==> config.mk <==
export PLATFORM = sky130hd
export DESIGN_NAME = vco_adc_scheduler
export DESIGN_NICKNAME = d
export VERILOG_FILES = /design/src/rtl/vco_adc_scheduler.sv
export SDC_FILE = /design/constraint.sdc
export NUM_CORES = 1
export LEC_CHECK = 0
export ABC_CLOCK_PERIOD_IN_PS = 4800
export BUFFER_PORTS_ARGS = -buffer_cell sky130_fd_sc_hd__buf_2
export CELL_PAD_IN_SITES_DETAIL_PLACEMENT = 2
export CELL_PAD_IN_SITES_GLOBAL_PLACEMENT = 2
export CORE_UTILIZATION = 42
export CTS_BUF_LIST = sky130_fd_sc_hd__clkbuf_8
export DETAILED_ROUTE_END_ITERATION = 16
export MAX_ROUTING_LAYER = met4
export PLACE_DENSITY = 0.95
export RECOVER_POWER = 100
export SYNTH_ARGS = -nofsm -noshare
export SYNTH_HDL_FRONTEND = slang
export SYNTH_SLANG_ARGS = --single-unit
export TNS_END_PERCENT = 20
==> constraint.sdc <==
create_clock -name wb_clk_i -period 4.8 [get_ports wb_clk_i]
set_input_delay 0.48 -clock wb_clk_i [delete_from_list [all_inputs] [get_ports wb_clk_i]]
set_output_delay 0.48 -clock wb_clk_i [all_outputs]
set_load 0.01 [all_outputs]
==> src/rtl/vco_adc_scheduler.sv <==
// Round-robin conversion sequencer for the VCO ADC channels with a small result FIFO.
// Optional build macro VCO_ADC_SCHED_DROP_EN: drop results on a full FIFO instead of stalling.
module vco_adc_scheduler #(
   parameter int NCH        = 3,
   parameter int CHW        = 2,
   parameter int CW         = 16,
   parameter int WW         = 16,
   parameter int FIFO_DEPTH = 4
) (
   input  logic                wb_clk_i,
   input  logic                wb_rst_i,
   input  logic                cfg_go,
   input  logic                cfg_single,
   input  logic [NCH-1:0]      cfg_ch_mask,
   input  logic [7:0]          cfg_settle,
   input  logic [WW-1:0]       cfg_window,
   input  logic [NCH*CW-1:0]   ch_count,
   output logic [NCH-1:0]      vco_en,
   output logic                cnt_clr,
   output logic                cnt_latch,
   output logic                res_valid,
   input  logic                res_ready,
   output logic [CHW+CW-1:0]   res_data,
   output logic                busy,
   output logic                sweep_done,
   output logic                overflow
);
   localparam int AW = (FIFO_DEPTH > 1) ? $clog2(FIFO_DEPTH) : 1;
   localparam logic [AW:0] FULL_OCC = (AW+1)'(FIFO_DEPTH);

   typedef enum logic [2:0] {IDLE, SETTLE, WINDOW, CAPTURE, PUSH} state_t;

   state_t             state;
   logic [CHW-1:0]     ch;
   logic [CHW-1:0]     rr;
   logic [CHW-1:0]     rr_next;
   logic [WW-1:0]      cnt;
   logic [WW-1:0]      win_last;
   logic               run_q;
   logic               go_d;
   logic               run_ok;
   logic               run_cont;
   logic               sweep_end;
   logic [NCH-1:0]     mask_above;
   logic [CHW:0]       sel_idle;
   logic [CHW:0]       sel_push;
   logic [CW-1:0]      cap_count;
   logic [CHW+CW-1:0]  mem [FIFO_DEPTH];
   logic [AW-1:0]      wr_ptr;
   logic [AW-1:0]      rd_ptr;
   logic [AW:0]        occ;
   logic               full;
   logic               pop;
   logic               push_ok;
   logic               fifo_wr;
   logic               advance;

   // Returns {found, channel}: lowest enabled channel at or after start, wrapping.
   function automatic logic [CHW:0] pick_ch(input logic [NCH-1:0] mask,
                                            input logic [CHW-1:0] start);
      logic [2*NCH-1:0] dbl;
      logic [CHW:0]     s;
      logic [CHW:0]     res;
      dbl = {mask, mask} >> start;
      res = '0;
      for (int i = NCH-1; i >= 0; i--) begin
         if (dbl[i]) begin
            s = {1'b0, start} + (CHW+1)'(i);
            if (s >= (CHW+1)'(NCH)) s = s - (CHW+1)'(NCH);
            res = {1'b1, s[CHW-1:0]};
         end
      end
      return res;
   endfunction

   assign run_ok     = cfg_go && (!cfg_single || run_q);
   assign win_last   = (cfg_window == '0) ? '0 : cfg_window - 1'b1;
   assign rr_next    = (ch == CHW'(NCH-1)) ? '0 : ch + 1'b1;
   assign mask_above = (cfg_ch_mask >> ch) >> 1;
   assign sweep_end  = (mask_above == '0);
   assign run_cont   = run_ok && !(cfg_single && sweep_end);
   assign sel_idle   = pick_ch(cfg_ch_mask, rr);
   assign sel_push   = pick_ch(cfg_ch_mask, rr_next);
   assign busy       = (state != IDLE);

   assign full      = (occ == FULL_OCC);
   assign res_valid = (occ != '0);
   assign pop       = res_valid && res_ready;
   assign push_ok   = !full || pop;
   assign fifo_wr   = (state == PUSH) && push_ok;
   assign res_data  = res_valid ? mem[rd_ptr] : '0;

`ifdef VCO_ADC_SCHED_DROP_EN
   assign advance = (state == PUSH);

   always_ff @(posedge wb_clk_i or posedge wb_rst_i) begin
      if (wb_rst_i) overflow <= 1'b0;
      else if ((state == PUSH) && !push_ok) overflow <= 1'b1;
   end
`else
   assign advance  = fifo_wr;
   assign overflow = 1'b0;
`endif

   always_ff @(posedge wb_clk_i or posedge wb_rst_i) begin
      if (wb_rst_i) begin
         state      <= IDLE;
         ch         <= '0;
         rr         <= '0;
         cnt        <= '0;
         run_q      <= 1'b0;
         go_d       <= 1'b0;
         vco_en     <= '0;
         cnt_clr    <= 1'b0;
         cnt_latch  <= 1'b0;
         sweep_done <= 1'b0;
      end else begin
         go_d       <= cfg_go;
         cnt_clr    <= 1'b0;
         sweep_done <= 1'b0;
         if (!cfg_go)                                  run_q <= 1'b0;
         else if (!go_d)                               run_q <= 1'b1;
         else if ((state == PUSH) && advance && sweep_end) run_q <= 1'b0;

         case (state)
            IDLE: begin
               if (run_ok && sel_idle[CHW]) begin
                  state   <= SETTLE;
                  ch      <= sel_idle[CHW-1:0];
                  vco_en  <= NCH'(1) << sel_idle[CHW-1:0];
                  cnt_clr <= 1'b1;
                  cnt     <= WW'(cfg_settle);
               end
            end
            SETTLE: begin
               if (cnt == '0) begin
                  state     <= WINDOW;
                  cnt       <= win_last;
                  cnt_latch <= (win_last == '0);
               end else begin
                  cnt <= cnt - 1'b1;
               end
            end
            WINDOW: begin
               if (cnt == '0) begin
                  state     <= CAPTURE;
                  vco_en    <= '0;
                  cnt_latch <= 1'b0;
               end else begin
                  cnt       <= cnt - 1'b1;
                  cnt_latch <= (cnt == WW'(1));
               end
            end
            CAPTURE: state <= PUSH;
            PUSH: begin
               // Back-to-back conversions reuse this cycle as the next selection cycle.
               if (advance) begin
                  rr         <= rr_next;
                  sweep_done <= sweep_end;
                  if (run_cont && sel_push[CHW]) begin
                     state   <= SETTLE;
                     ch      <= sel_push[CHW-1:0];
                     vco_en  <= NCH'(1) << sel_push[CHW-1:0];
                     cnt_clr <= 1'b1;
                     cnt     <= WW'(cfg_settle);
                  end else begin
                     state <= IDLE;
                  end
               end
            end
            default: state <= IDLE;
         endcase
      end
   end

   always_ff @(posedge wb_clk_i) begin
      if (state == CAPTURE) cap_count <= ch_count[ch*CW +: CW];
      if (fifo_wr)          mem[wr_ptr] <= {ch, cap_count};
   end

   always_ff @(posedge wb_clk_i or posedge wb_rst_i) begin
      if (wb_rst_i) begin
         wr_ptr <= '0;
         rd_ptr <= '0;
         occ    <= '0;
      end else begin
         if (fifo_wr) wr_ptr <= wr_ptr + 1'b1;
         if (pop)     rd_ptr <= rd_ptr + 1'b1;
         case ({fifo_wr, pop})
            2'b10:   occ <= occ + 1'b1;
            2'b01:   occ <= occ - 1'b1;
            default: occ <= occ;
         endcase
      end
   end

endmodule

==> results.sh, run 1 <==
export IMPL_crit_path_end_kind="register"
export IMPL_synth_common_cells="edfxtp_1, nor2_1, o21ai_0, nand2_1, dfrtp_1"
export IMPL_seq_power_share_pct=37.9
export IMPL_antenna_found_initial=0
export IMPL_postCtsHoldBufs=0
export IMPL_min_period_ns=3.61
export IMPL_seqCellArea_mm2=0.00359
export IMPL_yosys_warnings=0
export IMPL_rows=45
export IMPL_multiInputGateArea_mm2=0.00280
export IMPL_start_util_pct=43.4
export IMPL_rsz0062_at_grt="false"
export IMPL_swShare_pct=41.5
export IMPL_hp_class="in2reg"
export IMPL_synth_cell_type_count=77
export IMPL_fp_dieH_um=128
export IMPL_grt_pass1_vias=5800
export IMPL_power_frac_comb_pct=40.1
export IMPL_total_power_mw=4.03
export IMPL_worstSetupStartpointType="register"
export IMPL_cts_sinks=126
export IMPL_clock_path_buffers=2
export IMPL_wirelength_um=21600
export IMPL_place_congestion=0.914
export IMPL_fin_crit_sh_pct=75.2
export IMPL_finalNonFillerCells=892
export IMPL_nets=761
export IMPL_r2r_end="cnt[15]"
export IMPL_grt_max_degree=39
export IMPL_io_pins=107
export IMPL_cp_arrival_ns=3.97
export IMPL_drt_iter0_markers=302
export IMPL_place_inst=860
export IMPL_coreArea_mm2=0.0153
export IMPL_worst_pin_slew_ns=2.29
export IMPL_p_leak_nw=2.85
export IMPL_finalHoldViolations=0
export IMPL_synthArstFlopShare_pct=30.2
export IMPL_crit_end="cnt[15]"
export IMPL_clkLatencyLatePin_ns=0.46
export IMPL_ys_top_cells_by_area="edfxtp_1, dfrtp_1, mux4_2"
export IMPL_yosysTopAreaCell="edfxtp_1"
export IMPL_via_per_inst=5.74
export IMPL_htree_num_levels=4
export IMPL_reg2reg_depth=5
export IMPL_ys_seq_area_share_pct=54.1
export IMPL_finalMaxSlewViolations=119
export IMPL_die_w_um=128
export IMPL_vias=5117
export IMPL_drive_gt1_share_pct=21.9
export IMPL_fin_skew_ns=0.00964
export IMPL_grt_overflow_total=0
export IMPL_drc=0
export IMPL_r2r_start="cnt[7]"
export IMPL_first_pass_iters=4
export IMPL_postCtsSetupRepairBufs=0
export IMPL_p_clk_share_pct=22.0
export IMPL_setup_viol=0
export IMPL_post_dp_hpwl_um=14900
export IMPL_cts_root_buffer="clkbuf_8"
export IMPL_cts_tree="done"
export IMPL_port_buffer_count=105
export IMPL_syn_to_final_growth_pct=14.6
export IMPL_violations="max-capacitance violations, max-slew violations"
export IMPL_reg2reg_slack_ns=1.19
export IMPL_status="finished, violations left"
export IMPL_crit_type="reg2reg"
export IMPL_post_place_ws_ns=1.83
export IMPL_hold_ws_ns=0.207
export IMPL_intPower_mw=2.36
export IMPL_crit_start="cnt[7]"
export IMPL_drtAntennaViolNets=0
export IMPL_clkTransAtPathRegs_ns=0.08
export IMPL_grt_first_pass_wirelength_um=33900
export IMPL_fmax_mhz=277
export IMPL_dieArea_mm2=0.0163
export IMPL_synth_edf_count=88
export IMPL_synth_area_per_cell_um2=11.8
export IMPL_finalWorstSetupSlack_ns=1.19
export IMPL_track_usage_pct=29.0
export IMPL_synth_nets=657
export IMPL_yosysMostFrequentCell="edfxtp_1"
export IMPL_required_ns=5.16
export IMPL_peakVddDrop_mv=0.218
export IMPL_relSlewSlack_pct=-52.8
export IMPL_pwr_density_cell_mw_per_mm2=529
export IMPL_synthCells=564
export IMPL_synthFlopType="edfxtp_1"
export IMPL_diodes=0
export IMPL_timing_setup_tns_ns=0
export IMPL_synth_top_area_share_pct=39.8
export IMPL_syn_area_mm2=0.00665
export IMPL_ctsResizeCount=0
export IMPL_wl_per_cell_um=24.2
export IMPL_crit_path_max_fanout=28
export IMPL_cap_violations=5
export IMPL_p_sw_mw=1.67
export IMPL_fillers=1614
export IMPL_cts_buffers=17
export IMPL_ys_ff_latch=126
-- layout by cell type (no fill, tap or decap), types with 3 or more instances in the layout --
cell        synthesis  layout
clkbuf_1           15      31
a2bb2oi_1           4       4
nand3_1             9       9
buf_2               3      79
xnor2_1             8       8
dfrtp_1            38      38
nand4_1             2       3
a21oi_1            16      16
o311ai_0            4       5
nand3b_1            4       4
mux2i_1            21      21
ha_1               12      12
nor2_1             52      52
nor3b_1             4       4
nor4_2              3       3
clkinvlp_4          0       5
nor4_1              4       4
edfxtp_1           88      88
o22ai_1             4       4
inv_1              17      18
o21ai_0            49      53
xor2_1             11      11
nor3_1             18      18
and3_1              7       7
or3_1               4       4
nand2_1            45      45
nor2b_1            25      25
nand2b_1            8       8
mux4_2             18      18
inv_6               0       5
a211oi_1            5       5
clkbuf_8            0      17
-- how the worst min path moves through the flow --
stage | cells past startpoint | from | endpoint | slack, ns
6_report | 1 | cfg_go | go_d | 0.21
5_1_grt | 1 | cfg_go | go_d | 0.19
4_1_cts | 3 | wb_rst_i | cnt[9] | 0.16
3_5_place_dp | 1 | go_d | run_q | 0.44
3_3_place_gp | 1 | go_d | run_q | 0.41
2_1_floorplan | 1 | go_d | run_q | 0.40
-- layout make-up --
class                   instances  area share, %
repair buffers                112           6.91
well taps                     211           3.46
flip-flops and latches        126           47.2
multi-input cells             393           36.7
clock inverters                15           1.81
inverters                      18          0.887
clock buffers                  17           3.07
-- registers in the layout, indices dropped and copies added, names as in the netlist --
name        count
go_d            1
cnt_clr         1
ch              2
cap_count      16
vco_en          3
rr              2
state           3
cnt_latch       1
cnt            16
mem            72
run_q           1
rd_ptr          2
occ             3
sweep_done      1
wr_ptr          2
-- stage by stage --
step | area [µm²] | utilization [%]
finish | 7620 | 49.8
global route | 7620 | 49.8
CTS | 7730 | 50.5
detailed placement | 7360 | 48.1
global placement | 7360 | 48.1
floorplan | 6650 | -
-- power groups by stage --
stage / combinational (mW) / clock, mW / sequential, mW
6_report: 1.62 / 0.888 / 1.53
5_1_grt: 1.77 / 0.943 / 1.55
4_1_cts: 1.69 / 0.902 / 1.53
3_5_place_dp: 1.65 / 0 / 1.54
3_3_place_gp: 1.53 / 0 / 1.52
2_1_floorplan: 1.15 / 0 / 1.45
-- cells by family (layout without fill, tap and decap cells) --
logic type | count (synthesis) | after routing | synth area share (%)
flops | 126 | 126 | 54.1
xor+xnor | 19 | 19 | 2.50
other cells | 1 | 1 | 0.0564
simple gates | 200 | 200 | 15.8
buf+inv | 45 | 162 | 3.05
fa+ha+maj | 13 | 13 | 2.56
compound gates | 119 | 119 | 12.4
mux | 41 | 41 | 9.60
-- routing by layer --
metal | global-route usage, % | share of wire (%)
met4 | 10.9 | 2.4
met5 | - | 0
met3 | 5.22 | 3.9
met2 | 50.1 | 52
met1 | 33.7 | 41
-- worst max-delay path, cell delays in order (launching register included) --
cell and delay, ns:
dfrtp_1 0.45, nor4_2 0.50, nand4_1 0.45, a221oi_2 1.57
o21ai_0 0.35, o21ai_0 0.19
No activity file was read; power rests on OpenSTA's default activity.
==> run 2: changes to the inputs <==
- ABC_AREA: not set -> 1
- ABC_CLOCK_PERIOD_IN_PS: 4800 -> 3200
- CORE_UTILIZATION: 42 -> 32
- PLACE_DENSITY: 0.95 -> 0.88
- clock period: 4.8 -> 3.2 ns (I/O delays scaled with it)
==> run 2 against run 1 <==
The run still ends with max-capacitance violations, max-slew violations left. Combinational power fell by 19%. Maximum frequency rose by 30%. Via count rose by 17%. Setup slack got worse by 0.76 ns. First-iteration DRC count fell by 14%. Critical path type unchanged. Largest cell class unchanged.
==> results.sh, run 2 <==
export IMPL_status="finished, violations left"
export IMPL_violations="max-capacitance violations, max-slew violations"
export IMPL_fillers=2357
export IMPL_grt_first_pass_wirelength_um=36400
export IMPL_rows=52
export IMPL_r2r_end="mem[2][4]"
export IMPL_top_regs="mem: 72 flops, cap_count: 16 flops, cnt: 16 flops"
export IMPL_synthCells=792
export IMPL_first_pass_iters=5
export IMPL_ys_seq_area_share_pct=53.2
export IMPL_antenna_found_initial=0
export IMPL_hp_class="in2reg"
export IMPL_cap_violations=1
export IMPL_seq_power_share_pct=39.8
export IMPL_fin_skew_ns=0.0117
export IMPL_crit_path_end_kind="register"
export IMPL_swShare_pct=36.5
export IMPL_setup_viol=0
export IMPL_slowest_stage="nor2_1"
export IMPL_nets=1003
export IMPL_htree_num_levels=4
export IMPL_ys_ff_latch=126
export IMPL_finalHoldViolations=0
export IMPL_die_w_um=147
export IMPL_drtAntennaViolNets=0
export IMPL_port_buffer_count=105
export IMPL_yosys_warnings=0
export IMPL_pwr_density_cell_mw_per_mm2=575
export IMPL_largest_register="mem"
export IMPL_hold_ws_ns=0.148
export IMPL_timing_setup_tns_ns=0
export IMPL_reg2reg_slack_ns=0.43
export IMPL_layout_common_cells="nand2_1, nor2_1, edfxtp_1, buf_2, inv_1"
export IMPL_cp_buffers_inverters=2
export IMPL_crit_path_max_fanout=18
export IMPL_cts_buffers=17
export IMPL_fmax_mhz=360
export IMPL_wl_per_cell_um=19.2
export IMPL_drc=0
export IMPL_required_ns=3.28
export IMPL_drive_gt1_share_pct=16.4
export IMPL_syn_area_mm2=0.00676
export IMPL_start_util_pct=33.0
export IMPL_fin_crit_sh_pct=86.7
export IMPL_synth_common_cells="nand2_1, nor2_1, edfxtp_1, inv_1, o21ai_0"
export IMPL_largest_register_ffs=72
export IMPL_min_period_ns=2.77
export IMPL_worst_path_stages=6
export IMPL_min_to="cap_count[13]"
export IMPL_io_pins=107
export IMPL_peakVddDrop_mv=0.278
export IMPL_cp_common_cell="nor2_1"
export IMPL_grt_pass1_vias=6756
export IMPL_diodes=0
export IMPL_relSlewSlack_pct=-54.9
export IMPL_synth_nets=885
export IMPL_holdCritStartpoint="ch_count[45]"
export IMPL_max_stage_delay_ns=0.67
export IMPL_synthArstFlopShare_pct=30.2
export IMPL_rsz0062_at_grt="false"
export IMPL_drt_iter0_markers=260
export IMPL_ctsResizeCount=0
export IMPL_clkTransAtPathRegs_ns=0.08
export IMPL_synth_top_area_share_pct=39.1
export IMPL_intPower_mw=2.89
export IMPL_p_clk_share_pct=31.2
export IMPL_vias=5992
export IMPL_hold_depth=3
export IMPL_wirelength_um=22900
export IMPL_clock_path_buffers=2
export IMPL_yosysTopAreaCell="edfxtp_1"
export IMPL_cts_root_buffer="clkbuf_8"
export IMPL_grt_overflow_total=0
export IMPL_fp_dieH_um=147
export IMPL_path_cells="nor2_1 > nand2_1 > nor2_1 > inv_1 > nor2_1 > clkbuf_2"
export IMPL_final_common_cell="nand2_1"
export IMPL_post_dp_hpwl_um=16700
export IMPL_cts_tree="done"
export IMPL_via_per_inst=5.03
export IMPL_finalMaxSlewViolations=39
export IMPL_grt_max_degree=39
export IMPL_synthFlopType="edfxtp_1"
export IMPL_synth_cell_type_count=41
export IMPL_synth_edf_count=88
export IMPL_cp_arrival_ns=2.85
export IMPL_place_inst=1160
export IMPL_worstSetupStartpointType="register"
export IMPL_p_leak_nw=3.43
export IMPL_cts_sinks=126
export IMPL_power_frac_comb_pct=29.0
export IMPL_syn_to_final_growth_pct=17.1
export IMPL_p_sw_mw=1.66
export IMPL_track_usage_pct=22.7
export IMPL_finalNonFillerCells=1192
export IMPL_cp_top_family="simple AND/OR/NAND/NOR gates"
export IMPL_r2r_start="state[1]"
export IMPL_reg2reg_depth=6
export IMPL_worst_pin_slew_ns=2.32
export IMPL_synth_area_per_cell_um2=8.53
export IMPL_total_power_mw=4.55
export IMPL_dieArea_mm2=0.0217
export IMPL_yosysMostFrequentCell="nand2_1"
export IMPL_clkLatencyLatePin_ns=0.45
export IMPL_place_congestion=0.822
export IMPL_ys_top_cells_by_area="edfxtp_1, dfrtp_1, nand2_1"
export IMPL_crit_type="reg2reg"
export IMPL_postCtsSetupRepairBufs=0
export IMPL_coreArea_mm2=0.0205
==> run 2: cell types whose count changed in the layout (fill, tap and decap cells not counted), moves of 18 or more <==
| cell | before | now |
|---|---|---|
| mux2i_1 | 21 | 1 |
| nor2_1 | 52 | 140 |
| nor2b_1 | 25 | 0 |
| nand2_1 | 45 | 184 |
| inv_1 | 18 | 76 |
| mux4_2 | 18 | 0 |
| nand3_1 | 9 | 56 |
==> run 2: worst min-delay path, stage by stage <==
cell     delay (ns)
buf_2          0.08
nand2_1        0.04
nand2_1        0.05
==> run 2: power by group through the flow <==
stage | Clock [mW] | Sequential (mW) | Combinational [mW]
2_1_floorplan | 0 | 1.83 | 0.795
3_3_place_gp | 0 | 1.84 | 1.26
3_5_place_dp | 0 | 1.84 | 1.35
4_1_cts | 1.44 | 1.81 | 1.39
5_1_grt | 1.50 | 1.82 | 1.45
6_report | 1.42 | 1.81 | 1.32
==> run 2: layout make-up <==
| class | instances | area (µm²) | share of cell area (%) |
|---|---|---|---|
| Tap cell | 270 | 338 | 4.27 |
| Multi-Input combinational cell | 561 | 2680 | 33.9 |
| Sequential cell | 126 | 3590 | 45.4 |
| Timing Repair Buffer | 120 | 584 | 7.38 |
| Clock inverter | 14 | 160 | 2.02 |
| Inverter | 84 | 320 | 4.05 |
| Clock buffer | 17 | 234 | 2.96 |
==> run 2: timing repair <==
item,4_1_cts,5_1_grt
hold endpoints to repair,1,0
setup endpoints to repair,0,0
hold buffers,1,0
==> run 2: worst max-delay path by stage <==
stage | start | endpoint | slack (ns)
4_1_cts | rd_ptr[0] | res_data[17] | 0.64
3_3_place_gp | ch[1] | cnt[11] | 1.05
3_5_place_dp | occ[1] | occ[2] | 0.86
5_1_grt | state[1] | mem[2][4] | 0.26
6_report | state[1] | mem[2][4] | 0.43
2_1_floorplan | state[1] | mem[0][0] | 1.03
==> run 2: per-layer routing <==
| layer | part of all wire [%] | vias up | track usage (%) |
|---|---|---|---|
| li1 | - | 2844 | - |
| met1 | 42 | 3007 | 25.3 |
| met2 | 54 | 104 | 41.3 |
| met3 | 2.8 | 37 | 3.73 |
| met4 | 1.7 | 0 | 6.75 |
| met5 | 0 | - | - |
==> run 2: cells by family after synthesis <==
| group | Yosys count | share of synthesized area, % |
|---|---|---|
| AND/OR/NAND/NOR | 412 | 25.9 |
| other | 1 | 0.0555 |
| multiplexers | 2 | 0.315 |
| AO/OA/AOI/OAI | 119 | 9.65 |
| XOR/XNOR | 14 | 1.81 |
| buffers and inverters | 105 | 6.59 |
| flip-flops | 126 | 53.2 |
| adder cells (fa/ha/maj) | 13 | 2.52 |
==> run 2: per-stage QoR <==
stage,setup WS (ns),instance area [µm²],utilization [%]
after detailed placement,0.863,7610,37.1
after global placement,1.05,7610,37.1
after floorplan,1.03,6760,-
final,0.425,7910,38.6
after CTS,0.639,8010,39.1
after global routing,0.263,7910,38.6
